## config.mk

```make
export PLATFORM = sky130hd
export DESIGN_NAME = alu_mc
export DESIGN_NICKNAME = d
export VERILOG_FILES = /design/src/rtl/alu_mc.sv
export SDC_FILE = /design/constraint.sdc
export NUM_CORES = 1
export LEC_CHECK = 0
export ABC_AREA = 1
export CAP_MARGIN = 20
export CORE_MARGIN = 5
export CORE_UTILIZATION = 40
export DETAILED_ROUTE_END_ITERATION = 6
export SLEW_MARGIN = 20
export SYNTH_ARGS = -nofsm -noshare
export SYNTH_HDL_FRONTEND = slang
export SYNTH_SLANG_ARGS = --single-unit
```

## constraint.sdc

```tcl
create_clock -name clk -period 3.4 [get_ports clk]
set_input_delay 0.68 -clock clk [delete_from_list [all_inputs] [get_ports clk]]
set_output_delay 0.68 -clock clk [all_outputs]
set_load 0.02 [all_outputs]
```

## src/rtl/alu_mc.sv

```systemverilog
`default_nettype none
// ============================================================================
// Module   : alu_mc
// Purpose  : Width-generic multi-cycle ALU with a valid/ready handshake on
//            both sides. Seven single-cycle ops plus an iterative shift-add
//            multiply. The result and the Z/N/V flags are registered.
// Options  : ALU_SAT_EN - when defined, add/sub clamp to the signed extreme
//            on overflow instead of wrapping.
// Revision : 1.0 - initial release
// ============================================================================
module alu_mc #(
   parameter int W   = 16,
   parameter int SHW = $clog2(W)
) (
   input  logic         clk,
   input  logic         reset,
   input  logic         in_valid,
   output logic         in_ready,
   input  logic [W-1:0] Ain,
   input  logic [W-1:0] Bin,
   input  logic [2:0]   ALUop,
   output logic         out_valid,
   input  logic         out_ready,
   output logic [W-1:0] out,
   output logic         Z,
   output logic         N,
   output logic         V
);

   typedef enum logic [1:0] {
      S_IDLE = 2'd0,
      S_MUL  = 2'd1,
      S_DONE = 2'd2
   } state_t;

   localparam logic [2:0]     OP_ADD  = 3'b000;
   localparam logic [2:0]     OP_SUB  = 3'b001;
   localparam logic [2:0]     OP_AND  = 3'b010;
   localparam logic [2:0]     OP_NOTB = 3'b011;
   localparam logic [2:0]     OP_OR   = 3'b100;
   localparam logic [2:0]     OP_XOR  = 3'b101;
   localparam logic [2:0]     OP_SHL  = 3'b110;
   localparam logic [2:0]     OP_MUL  = 3'b111;
   localparam logic [SHW-1:0] CNT_LAST = SHW'(W - 1);

   state_t           state_q, state_d;
   logic [W-1:0]     acap_q, acap_d;
   logic [W-1:0]     bcap_q, bcap_d;
   logic [2*W-1:0]   acc_q, acc_d;
   logic [SHW-1:0]   cnt_q, cnt_d;
   logic [W-1:0]     out_q, out_d;
   logic             z_q, z_d;
   logic             n_q, n_d;
   logic             v_q, v_d;

   logic [W-1:0]     add_b;
   logic             add_cin;
   logic [W-1:0]     add_sum;
   logic             add_ovf;
   logic [W-1:0]     alu_res;
   logic             alu_v;
   logic [2*W-1:0]   mul_addend;
   logic [2*W-1:0]   acc_next;

   // Single-cycle datapath evaluated directly on the presented operands
   always_comb begin
      add_b   = (ALUop == OP_SUB) ? ~Bin : Bin;
      add_cin = (ALUop == OP_SUB);
      add_sum = Ain + add_b + {{(W-1){1'b0}}, add_cin};
      // Per-bit identity: carry-in xor carry-out at the MSB equals
      // "operands share a sign that the result does not".
      add_ovf = (Ain[W-1] == add_b[W-1]) && (add_sum[W-1] != Ain[W-1]);
`ifdef ALU_SAT_EN
      // On overflow the true result carries the sign of A.
      if (add_ovf) begin
         add_sum = Ain[W-1] ? {1'b1, {(W-1){1'b0}}} : {1'b0, {(W-1){1'b1}}};
      end
`endif
      alu_res = '0;
      alu_v   = 1'b0;
      case (ALUop)
         OP_ADD,
         OP_SUB:  begin alu_res = add_sum; alu_v = add_ovf; end
         OP_AND:  alu_res = Ain & Bin;
         OP_NOTB: alu_res = ~Bin;
         OP_OR:   alu_res = Ain | Bin;
         OP_XOR:  alu_res = Ain ^ Bin;
         OP_SHL:  alu_res = Ain << Bin[SHW-1:0];
         default: alu_res = '0;
      endcase
   end

   // One shift-add multiply step on the captured operands
   always_comb begin
      mul_addend = '0;
      if (bcap_q[cnt_q]) begin
         mul_addend = {{W{1'b0}}, acap_q} << cnt_q;
      end
      acc_next = acc_q + mul_addend;
   end

   // Next-state, handshake outputs and result/flag updates
   always_comb begin
      state_d   = state_q;
      acap_d    = acap_q;
      bcap_d    = bcap_q;
      acc_d     = acc_q;
      cnt_d     = cnt_q;
      out_d     = out_q;
      z_d       = z_q;
      n_d       = n_q;
      v_d       = v_q;
      in_ready  = 1'b0;
      out_valid = 1'b0;
      case (state_q)
         S_IDLE: begin
            in_ready = 1'b1;
            if (in_valid) begin
               if (ALUop == OP_MUL) begin
                  acap_d  = Ain;
                  bcap_d  = Bin;
                  acc_d   = '0;
                  cnt_d   = '0;
                  state_d = S_MUL;
               end else begin
                  out_d   = alu_res;
                  z_d     = (alu_res == '0);
                  n_d     = alu_res[W-1];
                  v_d     = alu_v;
                  state_d = S_DONE;
               end
            end
         end
         S_MUL: begin
            acc_d = acc_next;
            cnt_d = cnt_q + SHW'(1);
            if (cnt_q == CNT_LAST) begin
               out_d   = acc_next[W-1:0];
               z_d     = (acc_next[W-1:0] == '0);
               n_d     = acc_next[W-1];
               v_d     = |acc_next[2*W-1:W];
               state_d = S_DONE;
            end
         end
         S_DONE: begin
            out_valid = 1'b1;
            if (out_ready) begin
               state_d = S_IDLE;
            end
         end
         default: state_d = S_IDLE;
      endcase
   end

   // State and datapath registers with synchronous reset
   always_ff @(posedge clk) begin
      if (reset) begin
         state_q <= S_IDLE;
         acap_q  <= '0;
         bcap_q  <= '0;
         acc_q   <= '0;
         cnt_q   <= '0;
         out_q   <= '0;
         z_q     <= 1'b0;
         n_q     <= 1'b0;
         v_q     <= 1'b0;
      end else begin
         state_q <= state_d;
         acap_q  <= acap_d;
         bcap_q  <= bcap_d;
         acc_q   <= acc_d;
         cnt_q   <= cnt_d;
         out_q   <= out_d;
         z_q     <= z_d;
         n_q     <= n_d;
         v_q     <= v_d;
      end
   end

   assign out = out_q;
   assign Z   = z_q;
   assign N   = n_q;
   assign V   = v_q;

endmodule
`default_nettype wire

```

Word level (Yosys, flattened, before mapping) --
Index checks and enable logic that the tools add are counted.
Word-level totals: RAM bits 0, latch bits 0, output and inout port bits 21, register bits after elaboration 89, memories 0, input port bits 39, memory bits (read-only) 0
Cells by class: shifts and indexed selects 2, eq/ne operators 17, div/mod/pow operators 0, reductions and logical operators 12, add/sub/neg operators 4, order comparisons 1, bitwise gates (word level) 4, multipliers 0, muxes and demuxes 35
Operators by type and width (count):
- 32-bit two-way mux | 3
- 16-bit one-hot mux with 6 select lines | 1
- 16-bit two-way mux | 4
- 32-bit one-hot mux with 2 select lines | 1
- 32-bit adder | 1
- 16-bit zero test | 2
- 16-bit one-hot mux with 2 select lines | 1
- 16-bit by 4-bit left shift with 32-bit output | 1
- 16-bit by 1-bit adder with 16-bit output | 1
- 16-bit adder | 1
- 16-bit bitwise AND | 1
- 16-bit inverter | 1
- 16-bit bitwise OR | 1
- 16-bit OR reduction | 1
- 16-bit by 4-bit left shift with 16-bit output | 1
- 16-bit XOR | 1
- 1-bit two-way mux | 13
- 3-bit equality test, second input constant | 4
- 2-bit inequality test, second input constant | 5
- 3-bit AND reduction | 3
- 2-bit two-way mux | 4
- 4-bit two-way mux | 2
- 4-bit one-hot mux with 2 select lines | 1
- 3-bit by 2-bit equality test with 1-bit output, second input constant | 2
- other kinds (17) | 19

Logic depth before layout (Yosys ltp) --
Gate-level depths: netlist (run 1).
depth in word-level cells 10, depth in mapped cells 31

Worst setup path after synthesis (run 1) --
No wires, ideal clock.
path type reg2reg, start register cnt_q[0], end register v_q (netlist: V), arrival time 2.942 ns, buffers on the path 3, data required time 3.281 ns, library setup time 0.119 ns, cell stages (with the launch flop) 25, path slack 0.338 ns, path through dfxtp_1 -> buf_2 -> inv_1 -> buf_2 -> o21ai_0 -> o22ai_1 -> nand3_1 -> nand3_2 -> buf_2 -> nand2_1 -> inv_1 -> ha_1 -> nand2_1 -> nor2_1 -> inv_1 -> nor2_1 -> nand3_1 -> nand4_1 -> nand2_1 -> nor2_1 -> nand2_1 -> nor2_1 -> nand3_1 -> nand2_1 -> a21oi_1
Between the ends: cells in the longest elaborated chain, start to end 7, elaborated cells on any way between the ends 11, those cells by class 1 x add/sub; 2 x eq/ne; 1 x shift; 5 x mux; 2 x reduce/logical
RTL lines:
- start: declaration | line 50 | logic [SHW-1:0] cnt_q, cnt_d;
- start signal: assignment | line 172 | cnt_q <= cnt_d;
- 1-bit binary-select mux with 4-bit select | line 96 | if (bcap_q[cnt_q]) begin
- 1-bit two-way mux (not written as such) | line 96
- 32-bit two-way mux | line 96
- 32-bit adder | line 99 | acc_next = acc_q + mul_addend;
- 16-bit OR reduction | line 141 | v_d = |acc_next[2*W-1:W];
- 1-bit two-way mux | line 137 | if (cnt_q == CNT_LAST) begin
- 1-bit one-hot mux with 2 select lines | line 115 | case (state_q)
- end signal: assignment | line 176 | v_q <= v_d;
- end: declaration | line 54 | logic v_q, v_d;
Parallel ways exist; a longest one is shown, timed or not. The select of a mux whose other input is x is not followed. A chain may end at the register's enable or synchronous reset.

Worst setup path after layout (run 1) --
Ends and elaborated chain as after synthesis.

==> results.txt, run 1 <==
In the final design database the tool counted 2059 nets. STA puts the critical path data arrival time at 3.55 ns. Synthesis produced a netlist with a net count of 1829. In this run the critical register-to-register path is captured at V.

The post-detailed-route via-to-cell ratio is 5.23. The setup slack on the worst flop-to-flop path came out at 0.07 ns. At the end of routability-driven placement, the weighted congestion stood at 0.957. The share of total power dissipated in combinational logic is 0.319. The number of clock sinks came out at 88. Of all flip-flops after synthesis, the portion carrying an async set or reset was 0.

The row count is 56. The worst hold path stage count is 2. The detail route stage leaves a number of antenna-violating nets equal to 0. The type of the worst setup path is flip-flop to flip-flop. Measured on the finished design, the core utilization comes to 0.568. The leakage component of the power is 6.79 nW. The synthesized area per cell is 5.61 sq um. In this run the standard cell core region covers 23500 sq um. At the pin with the least slew margin, the transition time is 0.777 ns. The shortest period the worst path allows is 3.33 ns.

The layer flagged by global routing as most heavily used is met2. The number of enable flip-flop cells after synthesis is 0. After routing, the total negative slack on setup checks comes to 0 ns. The area enclosed by the die boundary came out at 27100 sq um. The number of antenna violations at the first check in global routing came out at 0. The share of total power in the clock network is 0.342. The number of unique standard cell types used by synthesis came out at 43. The total DRC errors in the routed layout came out at 4. For this run, global-route usage on met2 was measured as 0.406. The startpoint identified for the worst register-to-register timing path is cnt_q[0]. The wire length of the first global-routing pass is 56200 microns. Once routing completed, OpenROAD measured the worst setup slack at 0.0724 ns. The synthesized netlist occupies a cell area of 9580 sq um. The area overhead of the layout relative to synthesis came out at 39.5%.

Counting along the longest clock path gives a buffer depth of 2. Global routing finished with a remaining overflow of 0. In the synthesized netlist the dominant register cell turns out to be sky130_fd_sc_hd__dfxtp_1. The worst setup path is launched from a flip-flop. The initial DRC count is 1210. For this run, the total global-route usage over all layers was measured as 0.265. The pin count of the biggest net entering global routing is 44. The wire length reported by the detailed router is 37700 microns. The floorplan die width is 165 microns. The number of buffers added to fix hold violations after cts is 0. The hold path startpoint is acc_q[0]. Of all nets on the critical path, the largest fanout is 7. The final number of hold-violating endpoints came to 0. The path with the worst hold slack has its endpoint at acc_q[0].

The max-slew violation count is 0. The setup slack after placement came out at -0.190 ns. The CTS H-tree depth came out at 3.

Setup violations remaining at the end of the flow were counted as 0. The sequential fraction of the synthesis area is 0.184. The worst setup path is captured at a flip-flop.

At the worst endpoint, the required time is 3.62 ns. The clock transition at the register clock pins on the worst setup and hold paths after CTS came out at 0.07 ns. After technology mapping, the gate count stands at 1707. The max-cap check violation count came out at 0. VDD sags by at most 0.186 mV. The number of global-route vias before repair came to 10500. The detailed-routing iteration count for the pre-antenna-repair pass is 7. Dividing total power by cell area gives a power density of 245 nW/um^2. The number of top-level design ports is 60. The number of diodes is 0. Of the cells placed in the final design, the portion with a size suffix greater than 1 is 0.235. The Yosys step of the flow raised 0 warnings. Setup repair after global routing could not meet its margin everywhere. The maximum clock rate came out at 0.301 GHz. The part of the cycle the worst path needs is 0.979. The checks that failed: design-rule violations.

For this run, global-route usage on met3 was measured as 0.0389. For the worst-skew pair, the clock arrives at the later sink with an insertion delay of 0.36 ns. In this run the clock root is driven by a sky130_fd_sc_hd__clkbuf_16. The routing usage on met1 is 0.387. The number of cells on the worst reg-to-reg path is 27. The routed wirelength normalized by instance count is 16.7 microns. The number of standard cells in the final layout excluding fillers is 2260.

The die extent in y came out at 165 microns. The max-slew headroom at the worst pin came out at 0.482. The starting density of the core came out at 0.407. The post-layout total power is 3.27 mW. Of the total power, the share spent switching nets is 0.344. The number of clock buffers inserted by TritonCTS came out at 9.

The flop and latch count out of synthesis is 88. In this run the power spent charging and discharging nets is 1.13 mW. The total placed cells including tap cells is 2227.

The share of total power dissipated in sequential elements is 0.340. The routed layout has 11800 vias. The internal power came out at 2.15 mW. The clock tree from TritonCTS is built. The classification of the worst-slack hold path is flip-flop to flip-flop. The estimated wirelength of the detail-placed design is 29800 microns. The flow ran to the end, but the final reports show violations. Input and output buffers added on the ports amount to 59. The final worst clock skew came out at 0.0148 ns.
[cells by family after synthesis]
kind of cell / Yosys count / share of synthesized area
simple gates: 906 / 0.388
xor+xnor: 29 / 0.0265
compound gates: 299 / 0.167
mux: 2 / 0.00209
buf+inv: 300 / 0.122
fa+ha+maj: 83 / 0.110
flops: 88 / 0.184
[placed cells by master, fill, tap and decap left out, types with 9 or more instances in the layout]
master and n:
sky130_fd_sc_hd__a21oi_1 110, sky130_fd_sc_hd__a21oi_2 9, sky130_fd_sc_hd__a31oi_1 17, sky130_fd_sc_hd__buf_4 206
sky130_fd_sc_hd__clkbuf_16 12, sky130_fd_sc_hd__clkdlybuf4s50_1 59, sky130_fd_sc_hd__dfxtp_1 86, sky130_fd_sc_hd__ha_1 57
sky130_fd_sc_hd__ha_4 23, sky130_fd_sc_hd__inv_1 216, sky130_fd_sc_hd__inv_2 21, sky130_fd_sc_hd__nand2_1 537
sky130_fd_sc_hd__nand2_2 54, sky130_fd_sc_hd__nand2_4 9, sky130_fd_sc_hd__nand3_1 101, sky130_fd_sc_hd__nand3_2 14
sky130_fd_sc_hd__nand3b_1 13, sky130_fd_sc_hd__nand4_1 16, sky130_fd_sc_hd__nor2_1 103, sky130_fd_sc_hd__nor2_2 23
sky130_fd_sc_hd__nor2_4 10, sky130_fd_sc_hd__o21ai_0 85, sky130_fd_sc_hd__o21ai_1 25, sky130_fd_sc_hd__o21ai_2 25
sky130_fd_sc_hd__xor2_1 18
[critical path: stages, from the launching register on]
cell,delay (ns)
sky130_fd_sc_hd__dfxtp_4,0.36
sky130_fd_sc_hd__buf_6,0.14
sky130_fd_sc_hd__buf_12,0.12
sky130_fd_sc_hd__nand2_1,0.05
sky130_fd_sc_hd__nand2_1,0.05
sky130_fd_sc_hd__inv_1,0.10
sky130_fd_sc_hd__nand2_1,0.07
sky130_fd_sc_hd__o21ai_1,0.13
sky130_fd_sc_hd__nand2_1,0.09
sky130_fd_sc_hd__o21ai_1,0.12
sky130_fd_sc_hd__buf_4,0.13
sky130_fd_sc_hd__nor2_1,0.03
sky130_fd_sc_hd__nand2_1,0.09
sky130_fd_sc_hd__inv_1,0.07
sky130_fd_sc_hd__ha_4,0.29
sky130_fd_sc_hd__nand2_2,0.09
sky130_fd_sc_hd__nor2_4,0.16
sky130_fd_sc_hd__inv_1,0.08
sky130_fd_sc_hd__nor3_1,0.26
sky130_fd_sc_hd__nand2_1,0.13
sky130_fd_sc_hd__nand4_1,0.10
sky130_fd_sc_hd__nand2_2,0.10
sky130_fd_sc_hd__inv_1,0.07
sky130_fd_sc_hd__nand2_1,0.05
sky130_fd_sc_hd__nor2_1,0.09
sky130_fd_sc_hd__nand3_1,0.08
sky130_fd_sc_hd__nand2_1,0.06
sky130_fd_sc_hd__a21oi_1,0.06
[cells in the mapped netlist (all sizes together), types with 16 or more instances]
cell,number,area (sq um)
ha,81,1010
o21ai,135,676
nand2,600,2260
nand4,16,100
clkbuf,37,139
xor2,22,193
nor2,136,521
a21oi,120,608
dfxtp,88,1760
inv,238,893
nand3,117,601
a31oi,19,119
buf,25,139
[power groups by stage]
stage / Sequential (mW) / Combinational (mW) / Clock [mW]
2_1_floorplan: 1.16 / 0.501 / 0
3_3_place_gp: 1.13 / 0.971 / 0
3_5_place_dp: 1.13 / 0.975 / 0
4_1_cts: 1.11 / 0.980 / 1.13
5_1_grt: 1.12 / 1.14 / 1.17
6_report: 1.11 / 1.04 / 1.12
[state kept, by name, summed over array words and instances (netlist names)]
| signal | cells |
|---|---|
| state_q | 2 |
| V | 1 |
| bcap_q | 16 |
| cnt_q | 4 |
| out | 16 |
| Z | 1 |
| acc_q | 32 |
| acap_q | 16 |
[how the worst max path moves through the flow]
stage,endpoint,from,slack (ns),depth (start not counted)
finish,V,cnt_q[0],0.07,27
global route,V,cnt_q[0],-0.20,27
CTS,V,cnt_q[0],-0.03,28
detailed placement,V,ALUop[2],-0.19,15
global placement,V,cnt_q[0],-0.21,24
floorplan,V,cnt_q[0],0.34,24
[routing by layer]
metal	part of all wire	vias up
met3	0.071	66
met5	0	-
met4	0.027	0
li1	-	5917
met1	0.46	5397
met2	0.44	432
[metrics by stage]
step / hold WS (ns) / instance area (sq um)
finish: 0.474 / 13400
global route: 0.493 / 13400
floorplan: 0.444 / 9580
detailed placement: 0.463 / 11900
CTS: 0.474 / 12200
global placement: 0.454 / 11900
[timing repair]
item | in CTS | in global routing
pin swaps | 0 | 69
setup endpoints to repair | 3 | 31
gates resized for setup | 9 | 268
cloned | 0 | 4
buffers inserted | 0 | 15
[final cells by class]
cell class	instances	area, sq um
clock buffer	9	225
fill	2362	10200
clock inverter	6	92.6
inverter	238	896
multi-input combinational	1320	7590
sequential	88	1770
timing repair buffer	280	2390
tap	319	399
Power figures use the tool's default switching activity.
==> run 2, diff against run 1 <==
Settings changed: SETUP_SLACK_MARGIN set to 0.05.
==> results.txt, run 2 (synthesis gave the netlist of run 1 again) <==
From bottom edge to top edge, the die measures 165 microns. The max-slew headroom at the worst pin came out at 0.465. The slew at the pin closest to its max-slew limit came out at 0.801 ns. Setup repair after global routing could not meet its margin everywhere.

The starting density of the core came out at 0.407. The placed instance area came out at 11900 sq um. The net switching power is 1.13 mW. The total DRC errors in the routed layout came out at 0.

The number of global-route vias before repair came out at 10600. In this run the power density over the cells is 238 nW/um^2. In this run the number of H-tree levels came out at 3. The area enclosed by the die boundary came out at 27100 sq um. The peak supply drop came out at 0.184 mV. The count of nets after finishing came out at 2071. The register with the most flip-flops is acc_q. The pin count of the biggest net entering global routing is 44. The share of total power dissipated in sequential elements is 0.339. The largest fanout of any net on the critical path is 7.

For the finished layout, the period the worst path requires is 3.28 ns. The final number of hold-violating endpoints came to 0. After floorplanning, the core was divided into 56 placement rows. The number of antenna violations at the first check in global routing is 0. The detailed router finished its first iteration with 1176 violations.

The number of top-level design ports is 60. The fraction of final layout cells with drive strength greater than 1 came out at 0.276. The insertion delay of the later-clocked pin in the worst-skew pair came out at 0.36 ns. Leaving out fill and tap cells, the most frequent cells in the layout are 502 x sky130_fd_sc_hd__nand2_1, 214 x sky130_fd_sc_hd__buf_4, 203 x sky130_fd_sc_hd__inv_1. The number of fillers in the final layout came out at 2303. The part of the cycle the worst path needs is 0.965. The worst setup path is captured at a flip-flop. The master cell of the clock root buffer is sky130_fd_sc_hd__clkbuf_16. The number of buffers on the longest clock path is 2. The clock arrives with 0.0139 ns of skew. Clock-pin slew was measured on the worst setup and hold paths at 0.07 ns. Leaving out fill and tap cells, the most frequent cell in the layout is sky130_fd_sc_hd__nand2_1.

The register with the most flip-flops in the layout has 32 of them. The internal power came out at 2.16 mW. The flow ran to the end, and the final reports show no timing, DRC or antenna violations. The detailed-routing iteration count for the pre-antenna-repair pass came out at 6. The share of total power dissipated in the clock network is 0.339. The area overhead of the layout relative to synthesis came out at 43.9%.

The setup violation total in the final timing report came out at 0. The number of buffers added to fix hold violations after cts came out at 0. The overall global routing resource usage came out at 0.266. Dividing the detail-routed via count by the number of cells gives 5.22. The clock net in this run drives a total of 88 sinks. TritonCTS built the clock tree. 0 antenna diodes ended up in the layout.

The vias after detailed routing came out at 11900. Across the run, the number of max-cap violations was 0. The core region area is 23500 sq um. The number of clock buffers inserted by TritonCTS is 9. Routability-driven placement finished with a final weighted congestion of 0.957. The number of buffers inserted by port buffering is 59.

The leakage component of the power is 6.98 nW. Once detailed placement completed, the half-perimeter wirelength came to 29800 microns. STA classifies the critical path startpoint as a flip-flop. The critical path data required time came out at 3.62 ns. Dividing the detail-routed wire length by the instance count gives 16.9 microns. The critical path data arrival time is 3.50 ns. The tightest hold path in the finished design has a slack of 0.473 ns. The setup slack after placement is -0.190 ns.

The maximum clock rate came out at 0.305 GHz. By startpoint and endpoint, the worst setup path is classified as flip-flop to flip-flop. In this run the worst hold path is classified as flip-flop to flip-flop. The combinational share of power came out at 0.322. The total overflow left after global routing is 0.

The wire length reported by the detailed router is 38300 microns. The switching power share of the total came out at 0.344. The count of antenna-violating nets left after detailed routing came out at 0.

From left edge to right edge, the die measures 165 microns. The wire length of the first global-routing pass is 56400 microns. The post-route cell area is 13800 sq um. The worst setup slack after layout is 0.119 ns. The max-slew violation count came out at 0.
run 2: cell count changes in the layout (fill, tap and decap cells not counted), sizes merged:
cell           previous run  this run
clkdlybuf4s50            59        58
buf                     218       230
dlymetal6s2s              0         1
run 2: cell type report:
| cell class | count | area [sq um] | share of cell area |
|---|---|---|---|
| multi-input combinational | 1320 | 7900 | 0.573 |
| tap | 319 | 399 | 0.0289 |
| clock buffer | 9 | 225 | 0.0163 |
| sequential | 88 | 1770 | 0.128 |
| timing repair buffer | 292 | 2500 | 0.181 |
| clock inverter | 6 | 92.6 | 0.00672 |
| inverter | 238 | 901 | 0.0653 |
run 2: worst max-delay path: stages (launching register included):
cell and delay [ns]:
sky130_fd_sc_hd__dfxtp_4 0.37, sky130_fd_sc_hd__buf_8 0.14, sky130_fd_sc_hd__buf_4 0.13, sky130_fd_sc_hd__nand2_1 0.06, sky130_fd_sc_hd__nand2_2 0.08, sky130_fd_sc_hd__o21ai_2 0.18, sky130_fd_sc_hd__buf_4 0.14, sky130_fd_sc_hd__o21ai_2 0.06
sky130_fd_sc_hd__o211ai_1 0.26, sky130_fd_sc_hd__inv_2 0.11, sky130_fd_sc_hd__ha_4 0.32, sky130_fd_sc_hd__nand2_4 0.07, sky130_fd_sc_hd__nor2_4 0.10, sky130_fd_sc_hd__buf_4 0.12, sky130_fd_sc_hd__nand2_1 0.07, sky130_fd_sc_hd__buf_6 0.13
sky130_fd_sc_hd__nor2_4 0.09, sky130_fd_sc_hd__nand2_2 0.07, sky130_fd_sc_hd__nand4_1 0.09, sky130_fd_sc_hd__nand2_2 0.08, sky130_fd_sc_hd__nor2_1 0.09, sky130_fd_sc_hd__nand2_1 0.07, sky130_fd_sc_hd__nor2_2 0.11, sky130_fd_sc_hd__nand3_1 0.09
sky130_fd_sc_hd__nand2_1 0.08, sky130_fd_sc_hd__a21oi_2 0.06
run 2: through the flow:
step | utilization | TNS (ns) | total power, mW | instances
final | 0.586 | 0 | 3.28 | 2272
after detailed placement | 0.504 | -0.312 | 2.11 | 2227
after global routing | 0.586 | -0.114 | 3.44 | 2272
after floorplan | - | 0 | 1.67 | 1707
after CTS | 0.521 | 0 | 3.22 | 2242
after global placement | 0.504 | -0.308 | 2.10 | 2227
run 2: final timing paths:
path            start       end  slack, ns  cells past startpoint
min          acc_q[0]  acc_q[0]       0.47                      2
min reg2reg  acc_q[0]  acc_q[0]       0.47                      2
max reg2reg  cnt_q[0]         V       0.12                     25
max          cnt_q[0]         V       0.12                     25
run 2: power by group through the flow:
stage               clock network (mW)  logic, mW  registers [mW]
finish                            1.11       1.06            1.11
CTS                               1.13      0.981            1.11
detailed placement                   0      0.975            1.13
global route                      1.17       1.15            1.12
global placement                     0      0.971            1.13
floorplan                            0      0.501            1.16
run 2: layer usage:
metal / GRT usage / share of wire
met1: 0.388 / 0.46
met2: 0.408 / 0.44
met3: 0.0389 / 0.065
met4: 0.0741 / 0.026
met5: 0 / 0
run 2: timing repair:
action,CTS,global route
buffers inserted,0,26
hold endpoints to repair,0,0
pin swaps,3,113
resized for setup,30,350
cloned,0,4
setup endpoints to repair,9,31
==> run 3, diff against run 2 <==
Settings changed: CAP_MARGIN 20 to 25, GPL_ROUTABILITY_DRIVEN set to 1.
==> results of run 3 <==
The final DEF is identical to that of run 2; final timing and power are the same.
